==> src/rtl/uart_pkg.sv <==
// Types and constants shared by the UART transmitter and receiver.
package uart_pkg;

  typedef enum logic [1:0] {
    ST_IDLE  = 2'd0,
    ST_START = 2'd1,
    ST_DATA  = 2'd2,
    ST_STOP  = 2'd3
  } tx_state_t;

  // Rounded clock-cycles-per-bit for a given clock and baud rate.
  function automatic int clks_per_bit(input int clk_hz, input int baud);
    return (clk_hz + (baud / 32'sd2)) / baud;
  endfunction

  localparam int DEFAULT_CLKS_PER_BIT = clks_per_bit(32'sd50_000_000, 32'sd115_200);

endpackage

==> src/rtl/uart_tx_fifo.sv <==
// UART transmitter that pops bytes from a FIFO reader port and sends them as
// back-to-back start/data/stop frames on tx_o.
module uart_tx_fifo
  import uart_pkg::*;
#(
  parameter int CLKS_PER_BIT = DEFAULT_CLKS_PER_BIT,
  parameter int DATA_WIDTH   = 8,
  parameter int STOP_BITS    = 1
) (
  input  logic                  clk,
  input  logic                  reset_i,
  input  logic [DATA_WIDTH-1:0] fifo_q_i,
  input  logic                  fifo_empty_i,
  output logic                  fifo_deq_o,
  input  logic                  enable_i,
  output logic                  tx_o,
  output logic                  busy_o,
  output logic                  done_o
);

  localparam int BAUD_W = (CLKS_PER_BIT > 1) ? $clog2(CLKS_PER_BIT) : 1;
  localparam int BIT_W  = $clog2(DATA_WIDTH + 1);
  localparam int STOP_W = $clog2(STOP_BITS + 1);

  localparam logic [BAUD_W-1:0] BAUD_LAST = BAUD_W'(CLKS_PER_BIT - 1);
  localparam logic [BAUD_W-1:0] BAUD_ONE  = BAUD_W'(1);
  localparam logic [BIT_W-1:0]  BIT_LAST  = BIT_W'(DATA_WIDTH - 1);
  localparam logic [BIT_W-1:0]  BIT_ONE   = BIT_W'(1);
  localparam logic [STOP_W-1:0] STOP_LAST = STOP_W'(STOP_BITS - 1);
  localparam logic [STOP_W-1:0] STOP_ONE  = STOP_W'(1);

  tx_state_t             state_q, state_d;
  logic [DATA_WIDTH-1:0] shift_q, shift_d;
  logic [BAUD_W-1:0]     baud_q, baud_d;
  logic [BIT_W-1:0]      bit_q, bit_d;
  logic [STOP_W-1:0]     stop_q, stop_d;
  logic                  tx_q, tx_d;
  logic                  busy_q, busy_d;
  logic                  done_q, done_d;
  logic                  deq_s;
  logic                  start_s;

  assign start_s = enable_i && !fifo_empty_i;

  // Frame sequencer: state, counters and shift register next-state.
  always_comb begin
    state_d = state_q;
    shift_d = shift_q;
    baud_d  = baud_q;
    bit_d   = bit_q;
    stop_d  = stop_q;
    deq_s   = 1'b0;
    case (state_q)
      ST_IDLE: begin
        if (start_s) begin
          deq_s   = 1'b1;
          shift_d = fifo_q_i;
          baud_d  = '0;
          state_d = ST_START;
        end else begin
          state_d = ST_IDLE;
        end
      end
      ST_START: begin
        if (baud_q == BAUD_LAST) begin
          baud_d  = '0;
          bit_d   = '0;
          state_d = ST_DATA;
        end else begin
          baud_d = baud_q + BAUD_ONE;
        end
      end
      ST_DATA: begin
        if (baud_q == BAUD_LAST) begin
          baud_d  = '0;
          shift_d = shift_q >> 1;
          if (bit_q == BIT_LAST) begin
            bit_d   = '0;
            stop_d  = '0;
            state_d = ST_STOP;
          end else begin
            bit_d = bit_q + BIT_ONE;
          end
        end else begin
          baud_d = baud_q + BAUD_ONE;
        end
      end
      ST_STOP: begin
        if (baud_q == BAUD_LAST) begin
          baud_d = '0;
          if (stop_q == STOP_LAST) begin
            stop_d = '0;
            // Chaining straight into the next start bit keeps frames gap-free.
            if (start_s) begin
              deq_s   = 1'b1;
              shift_d = fifo_q_i;
              state_d = ST_START;
            end else begin
              state_d = ST_IDLE;
            end
          end else begin
            stop_d = stop_q + STOP_ONE;
          end
        end else begin
          baud_d = baud_q + BAUD_ONE;
        end
      end
      default: begin
        state_d = ST_IDLE;
      end
    endcase
  end

  // Output lookahead so tx/busy/done come straight from flops.
  always_comb begin
    tx_d = 1'b1;
    case (state_d)
      ST_START: tx_d = 1'b0;
      ST_DATA:  tx_d = shift_d[0];
      default:  tx_d = 1'b1;
    endcase
    busy_d = (state_d != ST_IDLE);
    done_d = (state_d == ST_STOP) && (baud_d == BAUD_LAST) && (stop_d == STOP_LAST);
  end

  // State and output registers; reset drops any frame in flight.
  always_ff @(posedge clk) begin
    if (reset_i) begin
      state_q <= ST_IDLE;
      shift_q <= '0;
      baud_q  <= '0;
      bit_q   <= '0;
      stop_q  <= '0;
      tx_q    <= 1'b1;
      busy_q  <= 1'b0;
      done_q  <= 1'b0;
    end else begin
      state_q <= state_d;
      shift_q <= shift_d;
      baud_q  <= baud_d;
      bit_q   <= bit_d;
      stop_q  <= stop_d;
      tx_q    <= tx_d;
      busy_q  <= busy_d;
      done_q  <= done_d;
    end
  end

  assign fifo_deq_o = deq_s && !reset_i;
  assign tx_o       = tx_q;
  assign busy_o     = busy_q;
  assign done_o     = done_q;

endmodule

==> config.mk <==
export PLATFORM = sky130hd
export DESIGN_NAME = uart_tx_fifo
export DESIGN_NICKNAME = d
export VERILOG_FILES = /design/src/rtl/uart_pkg.sv /design/src/rtl/uart_tx_fifo.sv
export SDC_FILE = /design/constraint.sdc
export NUM_CORES = 1
export LEC_CHECK = 0
export ABC_AREA = 1
export CAP_MARGIN = 40
export CORE_MARGIN = 2
export CORE_UTILIZATION = 50
export CTS_CLUSTER_DIAMETER = 200
export DETAILED_ROUTE_END_ITERATION = 16
export PLACE_DENSITY = 0.71
export SLEW_MARGIN = 40
export SYNTH_ARGS = -nofsm -noshare
export SYNTH_HDL_FRONTEND = slang
export SYNTH_SLANG_ARGS = --single-unit
==> constraint.sdc <==
create_clock -name clk -period 1.8 [get_ports clk]
set_input_delay 0.36 -clock clk [delete_from_list [all_inputs] [get_ports clk]]
set_output_delay 0.36 -clock clk [all_outputs]
set_load 0.005 [all_outputs]
==> reports/metrics.yaml <==
timing:
  setup-violations-final: 1
  fin_crit_sh_pct: 108
  final.setup.worst_slack_ns: -0.135
  worst_slew_pin_slew_ns: 0.288
  finalMaxSlewViolations: 0
  final.setup_skew_ns: 0.00189
  holdWs_ns: 0.478
  max_freq_mhz: 517
  slew_headroom_pct: 80.8
  period_minus_slack_ns: 1.94
  tns_ns: -0.135
  rsz0062_at_grt: "yes"
  hold_viol: 0
route:
  drc: 0
  drt_first_pass_iters: 4
  wl_per_cell_um: 11.7
  dr.first_iter.drc_count: 129
  totalWireLength_um: 4490
  vias_per_cell: 4.97
  vias: 1909
  antenna_left: 0
logic_synthesis:
  syn_area_per_cell_sq_um: 6.49
  yosys-top-cells-count: "69 x nand2_1, 42 x inv_1, 28 x nand3_1"
  post_synth_num_cell_types: 31
  synth_top_area_cell: "dfxtp_1"
  synth_top_area_share_pct: 30.0
  synth_nets: 298
  yosysMostFrequentCell: "nand2_1"
  synth_edf_count: 0
  syn_area_sq_um: 1800
  dominantRegCellSynth: "dfxtp_1"
  ys_seq_elements: 27
  synthCells: 278
  yosys_warnings: 0
  synthArstFlopShare_pct: 0
  synth_seq_area_share_pct: 30.0
  netlist_top_cells_area: "dfxtp_1 30%, nand2_1 14%, inv_1 8.7%, nand3_1 7.8%, ha_1 5.5%"
critical_path:
  arrival_ns: 1.58
  setup.worst_path.end_class: "output pin"
  path_class: "flip-flop to output pin"
  startpoint_type: "flip-flop"
  crit_fanout: 2
  required_ns: 1.44
worst_hold_path:
  hold_class: "flip-flop to flip-flop"
cells_and_area:
  syn2layout_area_growth_pct: 34.4
  final_layout_size_suffix_gt1_share_pct: 26.6
  postLayoutCellArea_sq_um: 2420
  fin_nets: 359
  postLayoutCoreUtil_pct: 71.5
  nFillCells: 275
  n_antenna_cell: 0
floorplan:
  coreArea_sq_um: 3390
  die_h_um: 64.1
  start_util_pct: 53.2
  rows: 21
  die_x_um: 64.1
  dieArea_sq_um: 4100
  io_pins: 16
power_and_ir_drop:
  p_sw_w: 0.000330
  clkPwrFrac_pct: 23.7
  p_int_w: 0.000831
  combPwrFrac_pct: 22.2
  pwr-share-seq_pct: 54.1
  p_leak_nw: 1.13
  p_per_area_nw_per_um2: 479
  ir_drop_v: 0.000313
  power_switching_share_pct: 28.4
cts:
  clock_sinks: 27
  cts_max_path_buffers: 2
  cts-root-buf: "clkbuf_4"
  cts_hold_buf: 0
  clock_latency_ns: 0.33
  numCtsBuffers: 3
  htree_num_levels: 1
  clk_pin_slew_ns: 0.15
  cts_tree: "built"
global_routing:
  grt_max_degree: 22
  grt_overflow: 0
  grt_pass1_wl_um: 7890
  track_usage_pct: 24.3
  antenna_found_initial: 0
  grt_pass1_vias: 1770
outcome:
  violations: "setup timing"
  status: "finished, violations left"
flow_run:
  drv_cap: 0
placement:
  place_congestion: 0.840
  port_buffers: 15
  placed_area_sq_um: 2290
  preCtsSetupSlack_ns: -0.502
  detailed_place_hpwl_um: 3230
-- cells by family (layout without fill, tap and decap cells) --
family,after synthesis,after routing,synth area share [%]
AOI/OAI and AO/OA,42,42,13.1
xor gates and xnor gates,1,1,0.486
adders and majority gates,8,8,5.55
buffers and inverters,51,111,11.2
DFF,27,27,30.0
and+or+nand+nor,149,149,39.7
-- critical path, cell delays in order (launching register included) --
cell,delay [ns]
dfxtp_2,0.35
inv_2,0.06
ha_4,0.14
nand2_4,0.05
nor2_4,0.08
nand4_1,0.11
nand2_2,0.11
inv_2,0.06
nor4_4,0.13
buf_2,0.15
-- layout by cell type, fill, tap and decap left out, types with 2 or more instances in the layout --
master           Yosys  layout
nand3_2              1       4
nand2_1             69      66
inv_2                2       5
clkdlybuf4s50_1      0      14
nor2_4               3       3
buf_4                2      47
or2_2                6       6
nand3_1             28      25
nand2_2              5       6
clkbuf_4             0       3
a21oi_2              1       2
o21ai_1              1       3
nand4_1              9       9
inv_1               42      39
ha_1                 8       7
a21oi_1             18      17
dfxtp_2              0       4
dfxtp_1             27      23
nor2_1              23      22
nand2_4              1       3
o21ai_0             17      15
-- layout make-up --
class | count | area (sq um) | area share (%)
multi-input combinational | 200 | 1130 | 46.5
sequential | 27 | 546 | 22.5
timing repair buffer | 62 | 498 | 20.5
inverter | 45 | 169 | 6.97
tap | 46 | 57.6 | 2.37
clock buffer | 4 | 26.3 | 1.08
-- what timing repair did --
| item | CTS | global route |
|---|---|---|
| setup endpoints to repair | 2 | 8 |
| gates cloned | 0 | 0 |
| setup buffers | 2 | 3 |
| pin swaps | 4 | 9 |
| resized for setup | 13 | 14 |
-- registers in the layout, summed over array words and instances, names as in the netlist --
signal / count
baud_q: 9
stop_q: 1
busy_o: 1
bit_q: 4
state_q: 2
done_o: 1
tx_o: 1
shift_q: 8
-- stage by stage --
stage | power, W | cells
2_1_floorplan | 0.000765 | 278
3_3_place_gp | 0.000864 | 375
3_5_place_dp | 0.000867 | 375
4_1_cts | 0.00115 | 381
5_1_grt | 0.00122 | 384
6_report | 0.00116 | 384
-- worst paths after layout --
path                                               from                 endpoint  slack [ns]  depth (start not counted)
worst max-delay path               baud_q[1]$_SDFF_PP0_               fifo_deq_o       -0.14                          9
worst min-delay path            shift_q[6]$_SDFFE_PP0P_  shift_q[6]$_SDFFE_PP0P_        0.48                          2
worst max register to register     baud_q[1]$_SDFF_PP0_        done_o$_SDFF_PP0_        0.05                         14
worst min register to register  shift_q[6]$_SDFFE_PP0P_  shift_q[6]$_SDFFE_PP0P_        0.48                          2
-- layer usage --
layer | part of all wire (%) | up-vias | track usage (%)
met2 | 46 | 43 | 38.7
met4 | 0.60 | 0 | 7.61
met5 | 0 | - | 0
met3 | 5.2 | 2 | 2.82
li1 | - | 1009 | -
met1 | 48 | 855 | 34.1
-- power groups by stage --
stage,clock network (W),logic (W),registers (W)
finish,0.000275,0.000258,0.000628
global route,0.000301,0.000288,0.000631
CTS,0.000279,0.000240,0.000628
detailed placement,0,0.000228,0.000639
global placement,0,0.000226,0.000639
floorplan,0,0.000124,0.000641
(Power assumes the default switching activity.)
